==> src/rtl/mbufgce_ce_gen_if.sv <==
// Control/status bundle for the multi-channel clock-enable generator.
// The slave side is the generator; the master side drives run requests and divide values.
interface mbufgce_ce_gen_if #(
  parameter int NUM_CH = 4,
  parameter int DIV_W  = 8
);
  logic [NUM_CH-1:0]       ce;
  logic [NUM_CH*DIV_W-1:0] div;
  logic                    halt;
  logic [NUM_CH-1:0]       en_o;
  logic [NUM_CH-1:0]       run_o;
  logic                    ready_o;

  modport master (
    output ce, div, halt,
    input  en_o, run_o, ready_o
  );

  modport slave (
    input  ce, div, halt,
    output en_o, run_o, ready_o
  );
endinterface

==> src/rtl/mbufgce_ce_gen.sv <==
// Multi-channel clock-enable generator: per-channel single-cycle strobes every div+1 cycles,
// started and stopped only at period boundaries, gated by a post-reset startup interval.
module mbufgce_ce_gen #(
  parameter int NUM_CH         = 4,
  parameter int DIV_W          = 8,
  parameter int STARTUP_CYCLES = 8
) (
  input  logic                clk_in,
  input  logic                clr_n,
  mbufgce_ce_gen_if.slave     bus
);

  localparam int SW = (STARTUP_CYCLES > 0) ? $clog2(STARTUP_CYCLES + 1) : 1;

  typedef enum logic {G_STARTUP = 1'b0, G_READY = 1'b1} gstate_t;
  typedef enum logic {CH_IDLE = 1'b0, CH_RUN = 1'b1} ch_state_t;

  gstate_t         gstate_reg;
  logic [SW-1:0]   start_cnt_reg;
  logic            ready_reg;
  logic [NUM_CH-1:0] en_vec;
  logic [NUM_CH-1:0] run_vec;

  always_ff @(posedge clk_in or negedge clr_n) begin
    if (!clr_n) begin
      gstate_reg    <= G_STARTUP;
      start_cnt_reg <= SW'(STARTUP_CYCLES);
      ready_reg     <= 1'b0;
    end else begin
      case (gstate_reg)
        G_STARTUP: begin
          if (start_cnt_reg == '0) begin
            gstate_reg <= G_READY;
            ready_reg  <= 1'b1;
          end else begin
            start_cnt_reg <= start_cnt_reg - 1'b1;
          end
        end
        G_READY: ready_reg <= 1'b1;
      endcase
    end
  end

  genvar gi;
  generate
    for (gi = 0; gi < NUM_CH; gi++) begin : g_ch
      ch_state_t        state_reg;
      logic [DIV_W-1:0] cnt_reg;
      logic [DIV_W-1:0] div_lat_reg;
      logic             en_reg;
      logic [DIV_W-1:0] div_ch;
      logic [DIV_W-1:0] cnt_inc;
      logic             ce_ch;

      assign div_ch  = bus.div[gi*DIV_W +: DIV_W];
      assign ce_ch   = bus.ce[gi];
      assign cnt_inc = cnt_reg + 1'b1;

      // en_reg is registered one edge early: it is high exactly in the cycle where cnt==div_lat.
      always_ff @(posedge clk_in or negedge clr_n) begin
        if (!clr_n) begin
          state_reg   <= CH_IDLE;
          cnt_reg     <= '0;
          div_lat_reg <= '0;
          en_reg      <= 1'b0;
        end else if (bus.halt) begin
          state_reg <= CH_IDLE;
          cnt_reg   <= '0;
          en_reg    <= 1'b0;
        end else begin
          case (state_reg)
            CH_IDLE: begin
              if (ready_reg && ce_ch) begin
                state_reg   <= CH_RUN;
                cnt_reg     <= '0;
                div_lat_reg <= div_ch;
                en_reg      <= (div_ch == '0);
              end else begin
                en_reg <= 1'b0;
              end
            end
            CH_RUN: begin
              if (cnt_reg == div_lat_reg) begin
                cnt_reg     <= '0;
                div_lat_reg <= div_ch;
                en_reg      <= ce_ch && (div_ch == '0);
                if (!ce_ch) state_reg <= CH_IDLE;
              end else begin
                cnt_reg <= cnt_inc;
                en_reg  <= (cnt_inc == div_lat_reg);
              end
            end
          endcase
        end
      end

      assign en_vec[gi]  = en_reg;
      assign run_vec[gi] = (state_reg == CH_RUN);
    end
  endgenerate

  assign bus.en_o    = en_vec;
  assign bus.run_o   = run_vec;
  assign bus.ready_o = ready_reg;

endmodule

==> src/flat_wrapper.sv <==
// flat-port wrapper written by rule: the top's interface ports become plain ports
module mbufgce_ce_gen_flat 
#(
  parameter int NUM_CH         = 4,
  parameter int DIV_W          = 8,
  parameter int STARTUP_CYCLES = 8
)
  (clk_in, clr_n, bus_ce, bus_div, bus_halt, bus_en_o, bus_run_o, bus_ready_o);
  mbufgce_ce_gen_if #(.NUM_CH(NUM_CH), .DIV_W(DIV_W)) bus_i ();
  input  logic clk_in;
  input  logic clr_n;
  input wire logic [$bits(bus_i.ce)-1:0] bus_ce;
  input wire logic [$bits(bus_i.div)-1:0] bus_div;
  input wire logic [$bits(bus_i.halt)-1:0] bus_halt;
  output wire logic [$bits(bus_i.en_o)-1:0] bus_en_o;
  output wire logic [$bits(bus_i.run_o)-1:0] bus_run_o;
  output wire logic [$bits(bus_i.ready_o)-1:0] bus_ready_o;
  assign bus_i.ce = bus_ce;
  assign bus_i.div = bus_div;
  assign bus_i.halt = bus_halt;
  assign bus_en_o = bus_i.en_o;
  assign bus_run_o = bus_i.run_o;
  assign bus_ready_o = bus_i.ready_o;
  mbufgce_ce_gen #(.NUM_CH(NUM_CH), .DIV_W(DIV_W), .STARTUP_CYCLES(STARTUP_CYCLES)) u_core (.clk_in(clk_in), .clr_n(clr_n), .bus(bus_i));
endmodule
==> config.mk <==
export PLATFORM = sky130hd
export DESIGN_NAME = mbufgce_ce_gen_flat
export DESIGN_NICKNAME = d
export VERILOG_FILES = /design/src/rtl/mbufgce_ce_gen_if.sv /design/src/rtl/mbufgce_ce_gen.sv /design/src/flat_wrapper.sv
export SDC_FILE = /design/constraint.sdc
export NUM_CORES = 1
export LEC_CHECK = 0
export ABC_CLOCK_PERIOD_IN_PS = 5500
export CORE_ASPECT_RATIO = 2
export CORE_UTILIZATION = 30
export DETAILED_ROUTE_END_ITERATION = 8
export GPL_TIMING_DRIVEN = 0
export PLACE_DENSITY = 0.58
export SLEW_MARGIN = 10
export SYNTH_ARGS = -nofsm -noshare
export SYNTH_HDL_FRONTEND = slang
export SYNTH_SLANG_ARGS = --single-unit
==> constraint.sdc <==
create_clock -name clk_in -period 5.5 [get_ports clk_in]
set_input_delay 0.55 -clock clk_in [delete_from_list [all_inputs] [get_ports clk_in]]
set_output_delay 0.55 -clock clk_in [all_outputs]
set_load 0.01 [all_outputs]
Word-level counts from Yosys, hierarchy flattened
Cells that the tools add are included.
Widths: inputs -> output; s select.
{"block": "totals", "regBits": 78, "in_bits": 39, "out_inout_bits": 9, "word_cells": 138}
{"block": "classes", "addsub": 5, "n_eq_ne": 21, "mux": 68, "bitwise_logic": 7, "reduce_logical": 18}
{"op": "$mux 8", "count": 20}
{"op": "$pmux 8 s2", "count": 8}
{"op": "$eq 8x8->1", "count": 8}
{"op": "$add 8x1->8 const B", "count": 4}
{"op": "$logic_not 8->1", "count": 4}
{"op": "$mux 1", "count": 31}
{"op": "$pmux 1 s2", "count": 9}
{"op": "$ne 3x2->1 const B", "count": 4}
{"op": "$reduce_and 3->1", "count": 4}
{"op": "$ne 2x1->1 const B", "count": 5}
{"op": "$logic_and 1x1->1", "count": 8}
{"op": "$ne 2x2->1 const B", "count": 4}
{"op": "$not 1->1", "count": 7}
{"op": "$logic_not 4->1", "count": 1}
{"op": "$sub 4x1->4 const B", "count": 1}
{"op": "$reduce_and 2->1", "count": 1}

Logic depth before layout (Yosys ltp)
Gate-level depths: netlist (run 1).
{"block": "depth", "ltp_word": 5, "depth_mapped": 7, "mapped_depth_nobuf": 6}

Worst setup path before layout (run 1)
OpenSTA, ideal clock, no wires.
{"block": "synth_path", "kind": "register -> register", "startpoint": "register u_core.g_ch[2].cnt_reg[5]", "endpoint": "register u_core.g_ch[2].div_lat_reg[0]", "setup_time_ns": 0.125, "t_arrival_ns": 1.819, "required_ns": 5.375, "slack_ns": 3.556, "path_stages_with_launch": 7, "n_path_buf": 1, "period_less_slack_ns": 1.944, "cell_sequence": "dfrtp_1 buf_2 xor2_1 nor4_1 a31oi_1 nor2_4 mux2_2"}
{"block": "synth_via", "elab_chain_cells": 3}
{"element": "start: declaration", "line_no": "mbufgce_ce_gen.sv:48", "source": "logic [DIV_W-1:0] cnt_reg;"}
{"element": "start signal: assignment", "line_no": "mbufgce_ce_gen.sv:89", "source": "cnt_reg <= cnt_inc;"}
{"element": "$eq 8x8->1", "line_no": "mbufgce_ce_gen.sv:83", "source": "if (cnt_reg == div_lat_reg) begin"}
{"element": "$ne 2x2->1 (no source line)"}
{"element": "$reduce_and 3->1 (no source line)"}
{"element": "end signal: assignment", "line_no": "mbufgce_ce_gen.sv:76", "source": "div_lat_reg <= div_ch;"}
{"element": "end signal: assignment", "line_no": "mbufgce_ce_gen.sv:85", "source": "div_lat_reg <= div_ch;"}
{"element": "end: declaration", "line_no": "mbufgce_ce_gen.sv:49", "source": "logic [DIV_W-1:0] div_lat_reg;"}
Every way passes these cells.
A chain may end at the register's enable or synchronous reset.

Final worst setup path (run 1)
{"block": "layout_path", "startpoint": "input port bus_halt", "endpoint": "register u_core.g_ch[0].cnt_reg[0]"}
{"block": "layout_via", "elab_chain_cells": 1, "word_cells_on_any_way": 2, "classes_between": "eq/ne: 1; mux: 1"}
{"element": "start: declaration", "line_no": "flat_wrapper.sv:14", "source": "input wire logic [$bits(bus_i.halt)-1:0] bus_halt;"}
{"element": "$ne 3x2->1 (no source line) or $mux 8 (tied branches)"}
{"element": "end signal: assignment", "line_no": "mbufgce_ce_gen.sv:89"}
{"element": "end: declaration", "line_no": "mbufgce_ce_gen.sv:48"}
Parallel ways exist; a longest one is shown, timed or not.

==> impl_results.md, run 1 <==
* Bufs on Longest Clock Path at 2
* # nets final at roughly 560
* Synth-to-Final Area Change at 22.1%
* Non-Filler Instances at 722
* RD Place Congestion at 0.866
* Layout Skew at 7.09 ps
* Met1 Use GR at roughly 14%
* Final hold vios at 0
* Clk root buf: clkbuf_16
* GRT Residual Overflow at 0
* Largest net degree at the start of global routing at 55
* M3 GR Usage at under 10%
* Layout cell share with drive strength beyond 1 at 18.1%
* FMAX at between 400 and 500 MHz
* CTS tree: built
* Setup bufs post-CTS at 0
* Top Usage Layer GRT: met2
* Clock group share of total power at 37.0%
* Die Width at 90.1 µm
* Slowest-stage cell, CP: clkdlybuf4s50_1
* Ys flop type: dfrtp_1
* Synth Warn # at 0
* Seq/Total Area, Yosys at between 40% and 50%
* Util after Layout at a little under two fifths
* WL per Instance at roughly 15 µm
* First-pass GRT wire length at approximately 18000 µm
* Power consumption at 1.59 mW
* Leakage Power at 2.43 nW
* Initial antenna violation count at 0
* Clock slew at reported path FFs at about 60 ps
* Comb pwr share at 19.6%
* # rows at 64
* Sink Count at 78
* Syn Inst Count at 460
* CTS resizes at 0
* Filler instances at 1576
* VDD IR max at 0.000137 V
* Syn nets at about 500
* Detail Placement HPWL at 8530 µm
* Antenna Cells at 0
* Initial Utilization at a little under a third
* Most common cell after layout, fill and taps aside: dfrtp_1
* IO buf count at 47
* H-Tree Depth at 3
* CP peak stage delay at slightly below 600 ps
* Total GRT Usage at between 10 and 15%
* Critical path data arrival time at 2650 ps
* Die height at between 150 and 200 µm
* Synth cell types at 63
* Switching power of the nets at 428 µW
* Setup_tns at 0 ps
* Post-synth ARST share at 100%
* Placed cell count at slightly above 700
* Vias in the first global route at about 3800
* Switching Fraction at a little over a quarter
* Cell Chain, Critical Path: clkdlybuf4s50_1 -> buf_2 -> clkbuf_1 -> nor2_1 -> and2_1 -> mux2_2
* CP endpoint kind: flop
* Min Tclk post-route at 2440 ps
* RR Startpoint: u_core.g_ch[3].cnt_reg[4]$_DFFE_PN0P_
* DR vias at 3689
* Worst-margin pin slew at 1100 ps
* Area leader, netlist: dfrtp_1
* RSZ-0062 raised after global routing: false
* Largest cells by area after synthesis: dfrtp_1 41%, xor2_1 7.0%, mux2_2 6.8%
* Core Area at 15200 µm²
* Hold-fix buffers at CTS at 0
* CP max FO at 10
* Final antenna-violating net count at 0
* Internal Power at 1.16 mW
* Max Cap Violations at 0
* Die area at roughly 16000 µm²
* DRT Pass-1 Iters at 5
* Status: completed
* Fin crit share at 44.3%
* Remaining DRCs at 0
* Vias per cell at 5.11
* Tightest Hold Check Type: in -> async
* Slew Viols, Final at 0
* Finished Cell Area at 5690 µm²
* Grt met2 use at 29.3%
* #FFs+latches synth at 78
* Boundary Pins at 48
* Post-DP Area at 5400 µm²
* Crit start category: primary input
* Commonest non-fill, non-tap cells in the layout: 77 x dfrtp_1, 46 x clkdlybuf4s50_1, 37 x xor2_1
* EDFF count, synth at 0
* 1st-iter DRT viols at 108
* Synthesized area per cell at 10.1 µm²
* Worst-Skew Late Latency at 330 ps
* Setup crit start: bus_halt
* R2r worst-path depth at 6
* Rel. slew slack at a little over a quarter
* Synth top area share at 41.4%
* Pwr/cell area at between 200 and 300 nW/µm²
* Crit Path Class: in -> reg
* CP required at around 5700 ps
* # setup viols final at 0
* Synthesized area at between 4000 and 5000 µm²
* Sequential power share at 43.4%
* Routed Wire Length at 11200 µm
* Num CTS Buffers at 9
[path summary, 6_finish.rpt]
| path | endpoint | slack [ps] |
|---|---|---|
| worst max-delay path | u_core.g_ch[0].cnt_reg[0]$_DFFE_PN0P_ | 3060 |
| worst min-delay path | u_core.g_ch[0].cnt_reg[7]$_DFFE_PN0P_ | 120 |
| worst max register to register | u_core.g_ch[3].cnt_reg[6]$_DFFE_PN0P_ | 3220 |
| worst min register to register | u_core.start_cnt_reg[2]$_DFFE_PN0P_ | 490 |
| max in group asynchronous | u_core.start_cnt_reg[3]$_DFFE_PN1P_ | 4740 |
| min in group clk_in | u_core.start_cnt_reg[2]$_DFFE_PN0P_ | 490 |
[power groups by stage]
stage | clock network (mW) | registers (mW) | logic, mW
final | 0.589 | 0.690 | 0.312
after detailed placement | 0 | 0.700 | 0.315
after global placement | 0 | 0.698 | 0.305
after CTS | 0.605 | 0.690 | 0.316
after floorplan | 0 | 0.681 | 0.222
after global routing | 0.619 | 0.698 | 0.343
[worst max-delay path: cells and delay by family]
kind	cells	cell delay [ps]
and+or+nand+nor	2	320
muxes	1	260
buffers and inverters	3	1520
[logic make-up (layout without fill, tap and decap cells)]
| group | Yosys count | after routing | synth area share (%) |
|---|---|---|---|
| adder cells (fa/ha/maj) | 5 | 5 | 1.34 |
| AO/OA/AOI/OAI | 103 | 103 | 14.8 |
| XOR/XNOR | 54 | 54 | 10.2 |
| multiplexers | 38 | 38 | 9.78 |
| AND/OR/NAND/NOR | 139 | 139 | 16.9 |
| buffers and inverters | 43 | 107 | 5.02 |
| flip-flops | 78 | 78 | 41.9 |
[metal layers]
layer  vias to the layer above  wire (µm)  part of all wire (%)
met4                         0        364                   3.3
met5                         -          0                     0
met3                        22        225                   2.0
met1                      1847       4040                    36
li1                       1774          -                     -
met2                        46       6520                    58
[area by class of cell]
type / instances / area (µm²) / share of cell area (%)
Timing Repair Buffer: 48 / 495 / 8.71
Tap cell: 198 / 248 / 4.35
Inverter: 14 / 52.6 / 0.924
Buffer: 29 / 181 / 3.19
Clock inverter: 1 / 30.0 / 0.528
Multi-Input combinational cell: 339 / 2470 / 43.4
Clock buffer: 15 / 258 / 4.53
Sequential cell: 78 / 1950 / 34.3
[Yosys cell counts, drive strengths merged (4+ instances only)]
| cell type | number |
|---|---|
| nor2b | 5 |
| dfrtp | 77 |
| a211oi | 5 |
| nor4 | 16 |
| nor2 | 27 |
| ha | 5 |
| nand2 | 32 |
| xnor2 | 17 |
| a31oi | 16 |
| a21o | 5 |
| or2 | 4 |
| o21ai | 22 |
| nand4 | 8 |
| xor2 | 37 |
| nand3 | 15 |
| a41oi | 4 |
| nand2b | 10 |
| inv | 14 |
| a22o | 9 |
| mux2 | 36 |
| clkbuf | 5 |
| a21oi | 20 |
| buf | 24 |
[per-stage QoR]
stage,worst slack [ps],hold WS (ps)
after floorplan,3560,254
after global placement,1010,454
after detailed placement,2720,482
after CTS,3060,127
after global routing,2940,146
final,3060,120
Power figures use the tool's default switching activity.
==> run 2, diff against run 1 <==
--- a/config.mk
+++ b/config.mk
@@ -5,12 +5,12 @@
 export SDC_FILE = /design/constraint.sdc
 export NUM_CORES = 1
 export LEC_CHECK = 0
-export ABC_CLOCK_PERIOD_IN_PS = 5500
+export ABC_CLOCK_PERIOD_IN_PS = 2050
 export CORE_ASPECT_RATIO = 2
 export CORE_UTILIZATION = 30
 export DETAILED_ROUTE_END_ITERATION = 8
 export GPL_TIMING_DRIVEN = 0
-export PLACE_DENSITY = 0.58
+export PLACE_DENSITY = 0.59
 export SLEW_MARGIN = 10
 export SYNTH_ARGS = -nofsm -noshare
 export SYNTH_HDL_FRONTEND = slang
==> constraint.sdc (replaced) <==
create_clock -name clk_in -period 2.05 [get_ports clk_in]
set_input_delay 0.205 -clock clk_in [delete_from_list [all_inputs] [get_ports clk_in]]
set_output_delay 0.205 -clock clk_in [all_outputs]
set_load 0.01 [all_outputs]
==> impl_results.md, run 2 (synthesis gave the netlist of run 1 again) <==
* Leakage Power at 2.55 nW (+5.2%)
* Bufs on Longest Clock Path at 2 (unchanged)
* VDD IR max at 0.000412 V (+200%)
* Layout cell share with drive strength beyond 1 at 25.9% (+7.7 points)
* Clock slew at reported path FFs at 60 ps (about the same)
* Initial antenna violation count at 0 (unchanged)
* Rel. slew slack at 27.7% (+1.6 points)
* Worst setup slack after layout at 3.46 ps (-3060 ps)
* Final antenna-violating net count at 0 (unchanged)
* Die height at 178 µm (unchanged)
* # setup viols final at 0 (unchanged)
* CP required at 2270 ps (-3440 ps)
* H-Tree Depth at 3 (unchanged)
* Most common cell after layout, fill and taps aside: dfrtp_1
* Remaining DRCs at 0 (unchanged)
* Total GRT Usage at 15.3% (+0.71 points)
* Clk root buf: clkbuf_16
* FF/Latch Area at 1960 µm² (+0.45%)
* Vias in the first global route at 4050 (+5.6%)
* CTS tree: built
* CP endpoint kind: flop
* GRT Residual Overflow at 0 (unchanged)
* Die Width at 90.1 µm (unchanged)
* Sink Count at 78 (unchanged)
* Util after Layout at 39.9% (+2.5 points)
* Tightest Hold Check Type: in -> async
* Routed Wire Length at 12200 µm (+8.9%)
* Max Cap Violations at 0 (unchanged)
* DRT Pass-1 Iters at 4 (-1)
* # rows at 64 (unchanged)
* Commonest non-fill, non-tap cells in the layout: 70 x dfrtp_1, 46 x clkdlybuf4s50_1, 32 x nand2_1
* Final hold vios at 0 (unchanged)
* Detail Placement HPWL at 8900 µm (+4.4%)
* Fin crit share at 99.8%
* DR vias at 3852 (+4.4%)
* Place WS at -334 ps (-3050 ps)
* First-pass GRT wire length at 19300 µm (+4.3%)
* Setup_tns at 0 ps (unchanged)
* 1st-iter DRT viols at 148 (+37%)
* Slew Viols, Final at 0 (unchanged)
* Worst-Skew Late Latency at 330 ps (about the same)
* Crit start category: flop
* Core Area at 15200 µm² (unchanged)
* # nets final at 580 (+3.0%)
* Vias per cell at 5.21 (+2.0%)
* Critical path data arrival time at 2260 ps (-390 ps)
* Layout Skew at 4.72 ps (-2.37 ps)
* Largest net degree at the start of global routing at 49 (-11%)
* Crit Path Class: reg -> reg
* IO buf count at 47 (unchanged)
* Boundary Pins at 48 (unchanged)
* CP max FO at 8 (-2)
* Synth-to-Final Area Change at 30.2%
* Antenna Cells at 0 (unchanged)
* Post-DP Area at 5400 µm² (unchanged)
* Area of the multi-input gates at 2670 µm² (+7.9%)
* Worst-margin pin slew at 1080 ps (-23.4 ps)
* RSZ-0062 raised after global routing: true
* Filler instances at 1486 (-5.7%)
* FMAX at 489 MHz
* WL per Instance at 16.4 µm (+6.4%)
* Min Tclk post-route at 2050 ps
* Num CTS Buffers at 9 (unchanged)
* Pwr/cell area at 743 nW/µm² (+170%)
* Initial Utilization at 30.6% (unchanged)
* Status: completed
* Power consumption at 4.51 mW (+180%)
* Die area at 16100 µm² (unchanged)
* RD Place Congestion at 0.801 (-7.5%)
* Finished Cell Area at 6070 µm² (+6.6%)
-- run 2: changes by cell type in the layout (fill, tap and decap cells not counted), moves of 4 or more --
cell,previous run,this run
xor2_1,37,30
mux2_2,28,24
clkbuf_1,8,4
mux2_4,8,12
xor2_2,0,5
dfrtp_2,0,7
dfrtp_1,77,70
nor4_4,1,5
buf_4,11,27
-- run 2: layer usage --
layer	share of wire (%)	GRT usage, %	vias to the layer above	wire length [µm]
met2	57	29.6	116	6870
li1	-	-	1813	-
met1	34	14.1	1882	4190
met4	5.4	11.4	0	660
met5	0	0	-	0
met3	3.6	2.69	41	437
-- run 2: repair_timing --
item	4_1_cts	5_1_grt
gates resized for setup	15	29
setup buffers	3	14
hold endpoints to repair	29	0
pin swaps	9	15
setup endpoints to repair	48	55
hold buffers	1	0
-- run 2: area by class of cell --
class,count,area share [%]
buffer,28,3.13
clock buffer,13,4.29
clock inverter,3,0.701
inverter,14,0.866
multi-input combinational,339,43.9
sequential,78,32.3
tap,198,4.08
timing repair buffer,66,10.6
-- run 2: power by group --
part	leakage (nW)	switching [mW]	internal [mW]
sequential	0.985	0.172	1.69
combinational	1.42	0.474	0.515
clock	0.146	0.646	1.01
-- run 2: metrics by stage --
stage	hold WS, ps	cells
after floorplan	-90.6	460
after global placement	450	705
after detailed placement	180	706
after CTS	368	726
after global routing	403	739
final	359	739
-- run 2: worst paths after layout --
| kind | startpoint | endpoint | slack [ps] | cells after the start |
|---|---|---|---|---|
| max | u_core.g_ch[0].cnt_reg[3]$_DFFE_PN0P_ | u_core.g_ch[0].div_lat_reg[6]$_DFFE_PN0P_ | 3 | 6 |
| min | clr_n | u_core.g_ch[0].en_reg$_DFF_PN0_ | 360 | 2 |
| max reg2reg | u_core.g_ch[0].cnt_reg[3]$_DFFE_PN0P_ | u_core.g_ch[0].div_lat_reg[6]$_DFFE_PN0P_ | 3 | 6 |
| min reg2reg | u_core.gstate_reg$_DFF_PN0_ | u_core.start_cnt_reg[2]$_DFFE_PN0P_ | 470 | 1 |
| max in group asynchronous | clr_n | u_core.g_ch[3].cnt_reg[2]$_DFFE_PN0P_ | 1080 | 3 |
| min in group clk_in | u_core.gstate_reg$_DFF_PN0_ | u_core.start_cnt_reg[2]$_DFFE_PN0P_ | 470 | 1 |
-- run 2: critical path, stage by stage (launching register included) --
cell and delay (ps):
dfrtp_1 370, buf_6 140, xor2_4 190, nor4_4 410, a31oi_2 180, nor2_4 260
mux2_2 380
==> run 3, diff against run 2 <==
--- a/config.mk
+++ b/config.mk
@@ -7,7 +7,9 @@
 export LEC_CHECK = 0
 export ABC_CLOCK_PERIOD_IN_PS = 2050
 export CORE_ASPECT_RATIO = 2
+export CORE_MARGIN = 1.5
 export CORE_UTILIZATION = 30
+export CTS_BUF_LIST = sky130_fd_sc_hd__clkbuf_8
 export DETAILED_ROUTE_END_ITERATION = 8
 export GPL_TIMING_DRIVEN = 0
 export PLACE_DENSITY = 0.59
==> impl_results.md, run 3 (synthesis gave the netlist of run 1 again) <==
* Boundary Pins at 48 (unchanged)
* Detail Placement HPWL at 8600 µm (-3.4%)
* CP required at 2290 ps (+20 ps)
* Finished Cell Area at 5960 µm² (-1.8%)
* Most common cell after layout, fill and taps aside: dfrtp_1
* Worst-margin pin slew at 1070 ps (-2.44 ps)
* DR vias at 3808 (-1.1%)
* First-pass GRT wire length at 19100 µm (-0.82%)
* RSZ-0062 raised after global routing: true
* Final antenna-violating net count at 0 (unchanged)
* CP endpoint kind: flop
* Initial antenna violation count at 0 (unchanged)
* Vias in the first global route at 3881 (-4.2%)
* Synth-to-Final Area Change at 27.9%
* Num CTS Buffers at 9 (unchanged)
* Tightest Hold Check Type: in -> async
* Routed Wire Length at 11800 µm (-2.7%)
* RD Place Congestion at 0.881 (+10%)
* GRT Residual Overflow at 0 (unchanged)
* Vias per cell at 5.17 (-0.87%)
* WL per Instance at 16.0 µm (-2.5%)
* Worst-Skew Late Latency at 360 ps (+30 ps)
* Hold WS at 300 ps (-59.0 ps)
* Metal1 wirelength at 4360 µm (+4.1%)
* # setup viols final at 0 (unchanged)
* Layout Skew at 10.1 ps (+5.35 ps)
* IO buf count at 47 (unchanged)
* VDD IR max at 0.000310 V (-25%)
* Post-DP Area at 5400 µm² (unchanged)
* Layout cell share with drive strength beyond 1 at 26.9% (+1.0 points)
* FMAX at 493 MHz (+0.90%)
* Sink Count at 78 (unchanged)
* 1st-iter DRT viols at 164 (+11%)
* # rows at 64 (unchanged)
* Sequential power share at 47.8% (+6.5 points)
* Slew Viols, Final at 0 (unchanged)
* Crit start category: flop
* Crit Path Class: reg -> reg
* Remaining DRCs at 0 (unchanged)
* DRT Pass-1 Iters at 4 (unchanged)
* Initial Utilization at 30.6% (unchanged)
* # nets final at 578 (-0.34%)
* Switching power of the nets at 1.23 mW (-5.0%)
* CTS tree: built
* Min Tclk post-route at 2030 ps (-18.2 ps)
* Top layer used by detailed routing: met4
* H-Tree Depth at 3 (unchanged)
* Metal2 WL at 6810 µm (-0.79%)
* Clock slew at reported path FFs at 90 ps (+30 ps)
* Max Cap Violations at 0 (unchanged)
* Status: completed
* Critical path data arrival time at 2260 ps (about the same)
* Largest net degree at the start of global routing at 54 (+10%)
* Bufs on Longest Clock Path at 2 (unchanged)
* CP max FO at 8 (unchanged)
* Die Width at 91.1 µm (+1.1%)
* Final hold vios at 0 (unchanged)
* Internal Power at 2.71 mW (-16%)
* Setup_tns at 0 ps (unchanged)
* Die area at 16300 µm² (+1.7%)
* Switching Fraction at 31.2% (+2.5 points)
* Total GRT Usage at 14.8% (-0.48 points)
* Commonest non-fill, non-tap cells in the layout: 63 x dfrtp_1, 46 x clkdlybuf4s50_1, 32 x nand2_1
* Rel. slew slack at 27.9% (+0.16 points)
* Metal3 WL at 284 µm (-35%)
* Die height at 179 µm (+0.56%)
* Core Area at 15200 µm² (unchanged)
* Antenna Cells at 0 (unchanged)
* Fin crit share at 98.9% (-0.89 points)
* Comb pwr share at 24.7% (+2.8 points)
* Clock group share of total power at 27.5% (-9.2 points)
* Clk root buf: clkbuf_8
* Power consumption at 3.94 mW (-13%)
* Leakage Power at 2.50 nW (-2.0%)
* Pwr/cell area at 661 nW/µm² (-11%)
[run 3: critical path, cell delays in order (launching register included)]
cell and delay (ps):
dfrtp_2 460, xor2_4 210, nor4_4 440, a31oi_2 190, nor2_4 160, buf_12 140, mux2_4 300
[run 3: through the flow]
stage	std cells	utilization [%]	worst slack, ps
2_1_floorplan	460	-	106
3_3_place_gp	705	35.3	-2090
3_5_place_dp	706	35.5	-387
4_1_cts	727	37.3	-16.9
5_1_grt	737	39.2	-42.0
6_report	737	39.2	21.7
[run 3: final cells by class]
cell class	instances	area (µm²)
clock buffers	11	151
inverters	14	52.6
fillers	1515	9260
multi-input cells	339	2680
clock inverters	5	26.3
flip-flops and latches	78	1970
well taps	198	248
repair buffers	69	681
plain buffers	23	153
[run 3: per-layer routing]
metal	vias up	track usage [%]
li1	1797	-
met5	-	0
met1	1903	15.2
met3	29	1.95
met2	79	28.8
met4	0	7.55
[run 3: final timing paths]
| check | cells after the start | start | end | slack, ps |
|---|---|---|---|---|
| worst max register to register | 6 | u_core.g_ch[0].div_lat_reg[6]$_DFFE_PN0P_ | u_core.g_ch[0].div_lat_reg[1]$_DFFE_PN0P_ | 20 |
| min in group clk_in | 1 | u_core.gstate_reg$_DFF_PN0_ | u_core.start_cnt_reg[2]$_DFFE_PN0P_ | 490 |
| worst min register to register | 1 | u_core.gstate_reg$_DFF_PN0_ | u_core.start_cnt_reg[2]$_DFFE_PN0P_ | 490 |
| max in group asynchronous | 3 | clr_n | u_core.start_cnt_reg[3]$_DFFE_PN1P_ | 1120 |
| worst min-delay path | 2 | clr_n | u_core.g_ch[3].div_lat_reg[2]$_DFFE_PN0P_ | 300 |
| worst max-delay path | 6 | u_core.g_ch[0].div_lat_reg[6]$_DFFE_PN0P_ | u_core.g_ch[0].div_lat_reg[1]$_DFFE_PN0P_ | 20 |
[run 3: power groups by stage]
stage	Clock [mW]	Sequential [mW]	Combinational, mW
after floorplan	0	1.83	0.597
after global placement	0	1.88	0.814
after detailed placement	0	1.88	0.844
after CTS	1.11	1.85	0.889
after global routing	1.17	1.90	1.06
final	1.08	1.88	0.974
[run 3: repair_timing]
| item | in CTS | in global routing |
|---|---|---|
| setup endpoints to repair | 47 | 56 |
| endpoints found under the hold margin | 25 | 0 |
| resized for setup | 8 | 40 |
| pin swaps | 5 | 16 |
| hold buffers | 1 | 0 |
| buffers inserted | 4 | 16 |
